===== config.mk =====
export PLATFORM = sky130hd
export DESIGN_NAME = mig_port_arbiter
export DESIGN_NICKNAME = d
export VERILOG_FILES = /design/src/rtl/mig_port_arbiter.sv
export SDC_FILE = /design/constraint.sdc
export NUM_CORES = 1
export LEC_CHECK = 0
export BUFFER_PORTS_ARGS = -buffer_cell sky130_fd_sc_hd__buf_4
export CAP_MARGIN = 10
export CORE_AREA = 2 2 225 227
export DETAILED_ROUTE_END_ITERATION = 6
export DIE_AREA = 0 0 227 229
export GPL_TIMING_DRIVEN = 0
export PLACE_DENSITY = 0.4
export SLEW_MARGIN = 20
export SYNTH_ARGS = -nofsm -noshare
export SYNTH_HDL_FRONTEND = slang
export SYNTH_SLANG_ARGS = --single-unit
export TNS_END_PERCENT = 30

===== constraint.sdc =====
create_clock -name aclk -period 2.9 [get_ports aclk]
set_input_delay 0.145 -clock aclk [delete_from_list [all_inputs] [get_ports aclk]]
set_output_delay 0.145 -clock aclk [all_outputs]
set_load 0.05 [all_outputs]

===== src/rtl/mig_port_arbiter.sv =====
// Two-master AXI4 arbiter for the shared MIG port: CPU (master 0) has fixed
// priority, the SD DMA (master 1) is forced through after STARVE_LIM lost
// rounds. AR/AW get an arbiter plus one-entry slice each; W follows AW order
// through a small FIFO of master indices; R/B route back on the id MSB.

// One address channel: arbiter, starvation counter, register slice and
// outstanding-transaction counter.
module mig_port_arbiter_ach #(
  parameter int ID_W       = 4,
  parameter int P_W        = 45,
  parameter int MAX_OUTST  = 4,
  parameter int STARVE_LIM = 8
) (
  input  logic            clk,
  input  logic            rstn,
  input  logic            v0,
  input  logic            v1,
  input  logic [ID_W-1:0] id0,
  input  logic [ID_W-1:0] id1,
  input  logic [P_W-1:0]  pl0,
  input  logic [P_W-1:0]  pl1,
  input  logic            room,
  input  logic            m_ready,
  input  logic            done,
  output logic            rdy0,
  output logic            rdy1,
  output logic            acc,
  output logic            sel,
  output logic            m_valid,
  output logic [ID_W:0]   m_id,
  output logic [P_W-1:0]  m_pl
);
  logic [7:0] starve;
  logic [3:0] outst;
  logic       can;

  // Master 1 wins when it is alone or when master 0 has starved it long enough.
  assign sel  = (v0 && v1) ? (starve >= 8'(STARVE_LIM)) : v1;
  assign can  = rstn && (!m_valid || m_ready) && (outst < 4'(MAX_OUTST)) && room;
  assign acc  = can && (v0 || v1);
  assign rdy0 = acc && !sel;
  assign rdy1 = acc && sel;

  // Slice load/drain, starvation tracking and outstanding count.
  always_ff @(posedge clk) begin
    if (!rstn) begin
      m_valid <= 1'b0;
      m_id    <= '0;
      m_pl    <= '0;
      starve  <= '0;
      outst   <= '0;
    end else begin
      if (acc) begin
        m_valid <= 1'b1;
        m_id    <= {sel, sel ? id1 : id0};
        m_pl    <= sel ? pl1 : pl0;
      end else if (m_ready) begin
        m_valid <= 1'b0;
      end
      if (acc && sel)
        starve <= '0;
      else if (acc && v1 && starve != 8'hff)
        starve <= starve + 8'd1;
      case ({acc, done})
        2'b10:   outst <= outst + 4'd1;
        2'b01:   outst <= outst - 4'd1;
        default: ;
      endcase
    end
  end
endmodule

module mig_port_arbiter #(
  parameter int ID_W       = 4,
  parameter int ADDR_W     = 32,
  parameter int DATA_W     = 32,
  parameter int MAX_OUTST  = 4,
  parameter int STARVE_LIM = 8,
  parameter int WQ_DEPTH   = 4
) (
  input  logic              aclk,
  input  logic              aresetn,
  // master 0 (CPU)
  input  logic [ID_W-1:0]   s0_ar_id,
  input  logic [ADDR_W-1:0] s0_ar_addr,
  input  logic [7:0]        s0_ar_len,
  input  logic [2:0]        s0_ar_size,
  input  logic [1:0]        s0_ar_burst,
  input  logic              s0_ar_valid,
  output logic              s0_ar_ready,
  output logic [ID_W-1:0]   s0_r_id,
  output logic [DATA_W-1:0] s0_r_data,
  output logic [1:0]        s0_r_resp,
  output logic              s0_r_last,
  output logic              s0_r_valid,
  input  logic              s0_r_ready,
  input  logic [ID_W-1:0]   s0_aw_id,
  input  logic [ADDR_W-1:0] s0_aw_addr,
  input  logic [7:0]        s0_aw_len,
  input  logic [2:0]        s0_aw_size,
  input  logic [1:0]        s0_aw_burst,
  input  logic              s0_aw_valid,
  output logic              s0_aw_ready,
  input  logic [DATA_W-1:0] s0_w_data,
  input  logic [DATA_W/8-1:0] s0_w_strb,
  input  logic              s0_w_last,
  input  logic              s0_w_valid,
  output logic              s0_w_ready,
  output logic [ID_W-1:0]   s0_b_id,
  output logic [1:0]        s0_b_resp,
  output logic              s0_b_valid,
  input  logic              s0_b_ready,
  // master 1 (SD DMA)
  input  logic [ID_W-1:0]   s1_ar_id,
  input  logic [ADDR_W-1:0] s1_ar_addr,
  input  logic [7:0]        s1_ar_len,
  input  logic [2:0]        s1_ar_size,
  input  logic [1:0]        s1_ar_burst,
  input  logic              s1_ar_valid,
  output logic              s1_ar_ready,
  output logic [ID_W-1:0]   s1_r_id,
  output logic [DATA_W-1:0] s1_r_data,
  output logic [1:0]        s1_r_resp,
  output logic              s1_r_last,
  output logic              s1_r_valid,
  input  logic              s1_r_ready,
  input  logic [ID_W-1:0]   s1_aw_id,
  input  logic [ADDR_W-1:0] s1_aw_addr,
  input  logic [7:0]        s1_aw_len,
  input  logic [2:0]        s1_aw_size,
  input  logic [1:0]        s1_aw_burst,
  input  logic              s1_aw_valid,
  output logic              s1_aw_ready,
  input  logic [DATA_W-1:0] s1_w_data,
  input  logic [DATA_W/8-1:0] s1_w_strb,
  input  logic              s1_w_last,
  input  logic              s1_w_valid,
  output logic              s1_w_ready,
  output logic [ID_W-1:0]   s1_b_id,
  output logic [1:0]        s1_b_resp,
  output logic              s1_b_valid,
  input  logic              s1_b_ready,
  // memory side
  output logic [ID_W:0]     m_ar_id,
  output logic [ADDR_W-1:0] m_ar_addr,
  output logic [7:0]        m_ar_len,
  output logic [2:0]        m_ar_size,
  output logic [1:0]        m_ar_burst,
  output logic              m_ar_valid,
  input  logic              m_ar_ready,
  input  logic [ID_W:0]     m_r_id,
  input  logic [DATA_W-1:0] m_r_data,
  input  logic [1:0]        m_r_resp,
  input  logic              m_r_last,
  input  logic              m_r_valid,
  output logic              m_r_ready,
  output logic [ID_W:0]     m_aw_id,
  output logic [ADDR_W-1:0] m_aw_addr,
  output logic [7:0]        m_aw_len,
  output logic [2:0]        m_aw_size,
  output logic [1:0]        m_aw_burst,
  output logic              m_aw_valid,
  input  logic              m_aw_ready,
  output logic [DATA_W-1:0] m_w_data,
  output logic [DATA_W/8-1:0] m_w_strb,
  output logic              m_w_last,
  output logic              m_w_valid,
  input  logic              m_w_ready,
  input  logic [ID_W:0]     m_b_id,
  input  logic [1:0]        m_b_resp,
  input  logic              m_b_valid,
  output logic              m_b_ready
);
  localparam int P_W = ADDR_W + 8 + 3 + 2;
  localparam int QA  = $clog2(WQ_DEPTH);

  logic ar_acc, ar_sel, aw_acc, aw_sel;
  logic r_done, b_done, w_pop;
  logic wq_full, wq_empty, wq_head, w_act;
  logic [WQ_DEPTH-1:0] wq_mem;
  logic [QA:0] wq_wr, wq_rd;

  mig_port_arbiter_ach #(.ID_W(ID_W), .P_W(P_W), .MAX_OUTST(MAX_OUTST), .STARVE_LIM(STARVE_LIM)) u_ar (
    .clk(aclk), .rstn(aresetn), .v0(s0_ar_valid), .v1(s1_ar_valid),
    .id0(s0_ar_id), .id1(s1_ar_id),
    .pl0({s0_ar_addr, s0_ar_len, s0_ar_size, s0_ar_burst}),
    .pl1({s1_ar_addr, s1_ar_len, s1_ar_size, s1_ar_burst}),
    .room(1'b1), .m_ready(m_ar_ready), .done(r_done),
    .rdy0(s0_ar_ready), .rdy1(s1_ar_ready), .acc(ar_acc), .sel(ar_sel),
    .m_valid(m_ar_valid), .m_id(m_ar_id),
    .m_pl({m_ar_addr, m_ar_len, m_ar_size, m_ar_burst})
  );

  mig_port_arbiter_ach #(.ID_W(ID_W), .P_W(P_W), .MAX_OUTST(MAX_OUTST), .STARVE_LIM(STARVE_LIM)) u_aw (
    .clk(aclk), .rstn(aresetn), .v0(s0_aw_valid), .v1(s1_aw_valid),
    .id0(s0_aw_id), .id1(s1_aw_id),
    .pl0({s0_aw_addr, s0_aw_len, s0_aw_size, s0_aw_burst}),
    .pl1({s1_aw_addr, s1_aw_len, s1_aw_size, s1_aw_burst}),
    .room(!wq_full), .m_ready(m_aw_ready), .done(b_done),
    .rdy0(s0_aw_ready), .rdy1(s1_aw_ready), .acc(aw_acc), .sel(aw_sel),
    .m_valid(m_aw_valid), .m_id(m_aw_id),
    .m_pl({m_aw_addr, m_aw_len, m_aw_size, m_aw_burst})
  );

  assign wq_empty = (wq_wr == wq_rd);
  assign wq_full  = (wq_wr[QA] != wq_rd[QA]) && (wq_wr[QA-1:0] == wq_rd[QA-1:0]);
  assign wq_head  = wq_mem[wq_rd[QA-1:0]];

  // Write-order FIFO: one master index per accepted AW, popped on W last beat.
  // Head is only visible after the push is registered, so W never bypasses.
  always_ff @(posedge aclk) begin
    if (!aresetn) begin
      wq_mem <= '0;
      wq_wr  <= '0;
      wq_rd  <= '0;
    end else begin
      if (aw_acc) begin
        wq_mem[wq_wr[QA-1:0]] <= aw_sel;
        wq_wr <= wq_wr + 1'b1;
      end
      if (w_pop)
        wq_rd <= wq_rd + 1'b1;
    end
  end

  // W steering from the FIFO head; the non-selected master is held off.
  assign w_act      = aresetn && !wq_empty;
  assign m_w_valid  = w_act && (wq_head ? s1_w_valid : s0_w_valid);
  assign m_w_data   = w_act ? (wq_head ? s1_w_data : s0_w_data) : '0;
  assign m_w_strb   = w_act ? (wq_head ? s1_w_strb : s0_w_strb) : '0;
  assign m_w_last   = w_act && (wq_head ? s1_w_last : s0_w_last);
  assign s0_w_ready = w_act && !wq_head && m_w_ready;
  assign s1_w_ready = w_act && wq_head && m_w_ready;
  assign w_pop      = m_w_valid && m_w_ready && m_w_last;

  // R routing on the id MSB.
  logic r0, r1, b0, b1;
  assign r0 = aresetn && !m_r_id[ID_W];
  assign r1 = aresetn && m_r_id[ID_W];
  assign s0_r_valid = r0 && m_r_valid;
  assign s1_r_valid = r1 && m_r_valid;
  assign s0_r_id    = r0 ? m_r_id[ID_W-1:0] : '0;
  assign s1_r_id    = r1 ? m_r_id[ID_W-1:0] : '0;
  assign s0_r_data  = r0 ? m_r_data : '0;
  assign s1_r_data  = r1 ? m_r_data : '0;
  assign s0_r_resp  = r0 ? m_r_resp : '0;
  assign s1_r_resp  = r1 ? m_r_resp : '0;
  assign s0_r_last  = r0 && m_r_last;
  assign s1_r_last  = r1 && m_r_last;
  assign m_r_ready  = (r0 && s0_r_ready) || (r1 && s1_r_ready);
  assign r_done     = m_r_valid && m_r_ready && m_r_last;

  // B routing, same rule as R.
  assign b0 = aresetn && !m_b_id[ID_W];
  assign b1 = aresetn && m_b_id[ID_W];
  assign s0_b_valid = b0 && m_b_valid;
  assign s1_b_valid = b1 && m_b_valid;
  assign s0_b_id    = b0 ? m_b_id[ID_W-1:0] : '0;
  assign s1_b_id    = b1 ? m_b_id[ID_W-1:0] : '0;
  assign s0_b_resp  = b0 ? m_b_resp : '0;
  assign s1_b_resp  = b1 ? m_b_resp : '0;
  assign m_b_ready  = (b0 && s0_b_ready) || (b1 && s1_b_ready);
  assign b_done     = m_b_valid && m_b_ready;
endmodule


==> impl_metrics.json <==
{
  "status": "complete, no violations",
  "finalWirelength_um": 39200,
  "start_util_pct": 14.5,
  "rsz0062_at_grt": "true",
  "clock_latency_ns": 0.46,
  "final_layout_size_suffix_gt1_share_pct": 44.9,
  "leakage_nw": 7.21,
  "finalHoldViolations": 0,
  "fin_crit_sh_pct": 96.8,
  "antenna_found_initial": 2,
  "htreeDepth": 4,
  "synthAdderAreaFrac_pct": 2.43,
  "synth_top_family_by_area": "compound AO/OA/AOI/OAI gates",
  "synth-xor-area-share_pct": 2.17,
  "postLayoutCellArea_um2": 13900,
  "synth_mux_area_share_pct": 9.19,
  "remaining_drc_errors": 0,
  "yosys.area_share.simple_pct": 19.0,
  "hpwl_um": 32400,
  "yosysTopAreaCell": "dfxtp_1",
  "final_antenna_net_count": 0,
  "syn2layout_area_growth_pct": 92.8,
  "core_area_um2": 49700,
  "grt_use_total_pct": 14.5,
  "fin_skew_ns": 0.0151,
  "vias": 8622,
  "numCtsBuffers": 17,
  "wl_per_cell_um": 18.2,
  "period_needed_ns": 2.81,
  "fmax_mhz": 356,
  "ctsRootBufferMaster": "clkbuf_16",
  "start_kind": "register",
  "ys_seq_elements": 136,
  "netlist_area_um2": 7210,
  "firstDrtPassIters": 5,
  "peakVddDrop_uv": 433,
  "placed_cells": 2026,
  "grt_pass1_vias": 8887,
  "layout.nets": 1813,
  "relSlewSlack_pct": 45.1,
  "clkTransAtPathRegs_ns": 0.06,
  "die_height_um": 229,
  "drt_iter0_markers": 308,
  "syn_area_per_cell_um2": 9.24,
  "arrival_ns": 3.16,
  "cap_viol_max_count": 0,
  "port_buffers": 573,
  "grt_max_degree": 17,
  "vias_per_cell": 4.01,
  "cts_tree": "done",
  "die_area_um2": 52000,
  "cp_max_fo": 10,
  "placed_area_um2": 12400,
  "yosysUniqueCellTypes": 56,
  "yosys_warnings": 0,
  "syn-num-nets": 1129,
  "grt_overflow": 0,
  "required_ns": 3.25,
  "synth_compound_area_share_pct": 23.9,
  "tns_ns": 0,
  "ys_seq_area_share_pct": 37.7,
  "finalSetupViolCount": 0,
  "cts_sinks": 136,
  "yosysTopAreaCellShare_pct": 37.7,
  "grt_pass1_wl_um": 55600,
  "path_class": "register to register",
  "stdcell_count": 2152,
  "worst_pin_slew_ns": 0.823,
  "postLayoutCoreUtil_pct": 28.0,
  "holdWs_ns": 0.0290,
  "synth_cells": 781,
  "min_path_type": "input port to register",
  "cp-end-kind": "register",
  "cts_buffer_depth": 2,
  "rows": 82,
  "finalMaxSlewViolations": 0,
  "die_w_um": 227,
  "num_io_pins": 576,
  "powerDensity_nw_per_um2": 521,
  "synthTopCellsByArea": "dfxtp_1 (38%), a22o_1 (9.3%), mux2i_1 (8.9%), a211oi_1 (5.1%), a21o_1 (5.1%)",
  "routabilityCongestion": 0.828
}
[cell usage in the layout, fill, tap and decap left out, drive strengths merged, types with 8 or more instances in the layout]
master / n
clkbuf: 55
xnor2: 9
a22o: 86
a211oi: 49
and2: 50
nor3: 16
ha: 14
nor2: 90
a21oi: 9
and3: 48
inv: 14
buf: 612
a21o: 49
xor2: 8
dlygate4sd3: 84
mux2i: 64
dfxtp: 136
nand2: 21
o21ai: 8
[power breakdown]
part / switching (W) / internal, W / total, W
sequential: 0.000124 / 0.00207 / 0.00219
combinational: 0.00172 / 0.00108 / 0.00280
clock: 0.000851 / 0.00141 / 0.00226
total: 0.00269 / 0.00455 / 0.00725
[metrics by stage]
stage | total power (W) | setup WS (ns)
floorplan | 0.00382 | 0.169
global placement | 0.00491 | -0.491
detailed placement | 0.00492 | -0.543
CTS | 0.00735 | -0.0416
global route | 0.00760 | -0.00651
finish | 0.00725 | 0.0936
[routing by layer]
metal  track usage (%)  part of all wire, %
met2              27.3                   53
met1              15.2                   37
met3              4.37                  7.6
met4              4.96                  2.4
met5                 0                    0
[sequential cells by signal, summed over array words and instances (netlist names)]
name,cells
u_ar.m_id,5
u_ar.m_pl,45
u_ar.m_valid,1
u_ar.outst,4
u_ar.starve,8
u_aw.m_id,5
u_aw.m_pl,45
u_aw.m_valid,1
u_aw.outst,4
u_aw.starve,8
wq_mem,4
wq_rd,3
wq_wr,3
[final cells by class]
cell class	instances	area (µm²)
Multi-Input combinational cell	566	4120
Inverter	15	60.1
Clock inverter	9	123
Fill cell	5452	35700
Antenna cell	3	7.51
Sequential cell	136	2720
Clock buffer	22	474
Buffer	64	355
Tap cell	672	841
Timing Repair Buffer	665	5200
[synthesized netlist by cell type, drive strengths merged]
cell     instances
and2            50
nand2           21
a32o             1
a21oi            9
and4             1
a21o            49
a2111oi          1
nand4b           1
ha              14
mux4             1
o21ai            8
mux2i           64
nand3b           1
a22o            86
o2111a           2
nor4             2
a211oi          49
xor2             8
nor3            16
o31ai            3
a41oi            3
nand3            5
a31oi            1
inv             14
and3b            2
and3            48
or2b             2
o41a             1
dfxtp          136
buf             31
o21a             1
nand4            4
nor2            90
o2111ai          1
or3              2
or4b             2
xnor2            9
nor2b            2
o211ai           1
clkbuf          33
nor3b            2
nand2b           3
clkinv           1
[critical path, cell delays in order (launching register included)]
cell and delay [ns]:
dfxtp_1 0.33, or4b_4 0.54, nor3_1 0.36, nor3_4 0.20, buf_4 0.26, a22o_2 0.28
dlygate4sd3_1 0.58, a21o_1 0.16
[logic make-up after synthesis]
logic type	count (synthesis)
compound gates	216
xor+xnor	17
fa+ha+maj	14
buf+inv	79
flops	136
mux	65
simple gates	254
[repair_timing]
item                                    in CTS  in global routing
pin swaps                                    0                  3
endpoints found under the setup margin      33                 44
hold endpoints to repair                    44                  0
gates resized for setup                      8                  7
hold buffers                                84                  0
buffers inserted                             0                  8
[final timing paths]
path,from,end,slack (ns),cells past startpoint
worst max register to register,u_aw.starve[5]$_SDFFE_PP0P_,u_aw.m_pl[29]$_SDFFE_PN0P_,0.09,7
worst max-delay path,u_aw.starve[5]$_SDFFE_PP0P_,u_aw.m_pl[29]$_SDFFE_PN0P_,0.09,7
worst min register to register,u_ar.starve[7]$_SDFFE_PP0P_,u_ar.starve[7]$_SDFFE_PP0P_,0.45,2
worst min-delay path,s0_aw_len[2],u_aw.m_pl[7]$_SDFFE_PN0P_,0.03,3
No activity file was read; power rests on OpenSTA's default activity.
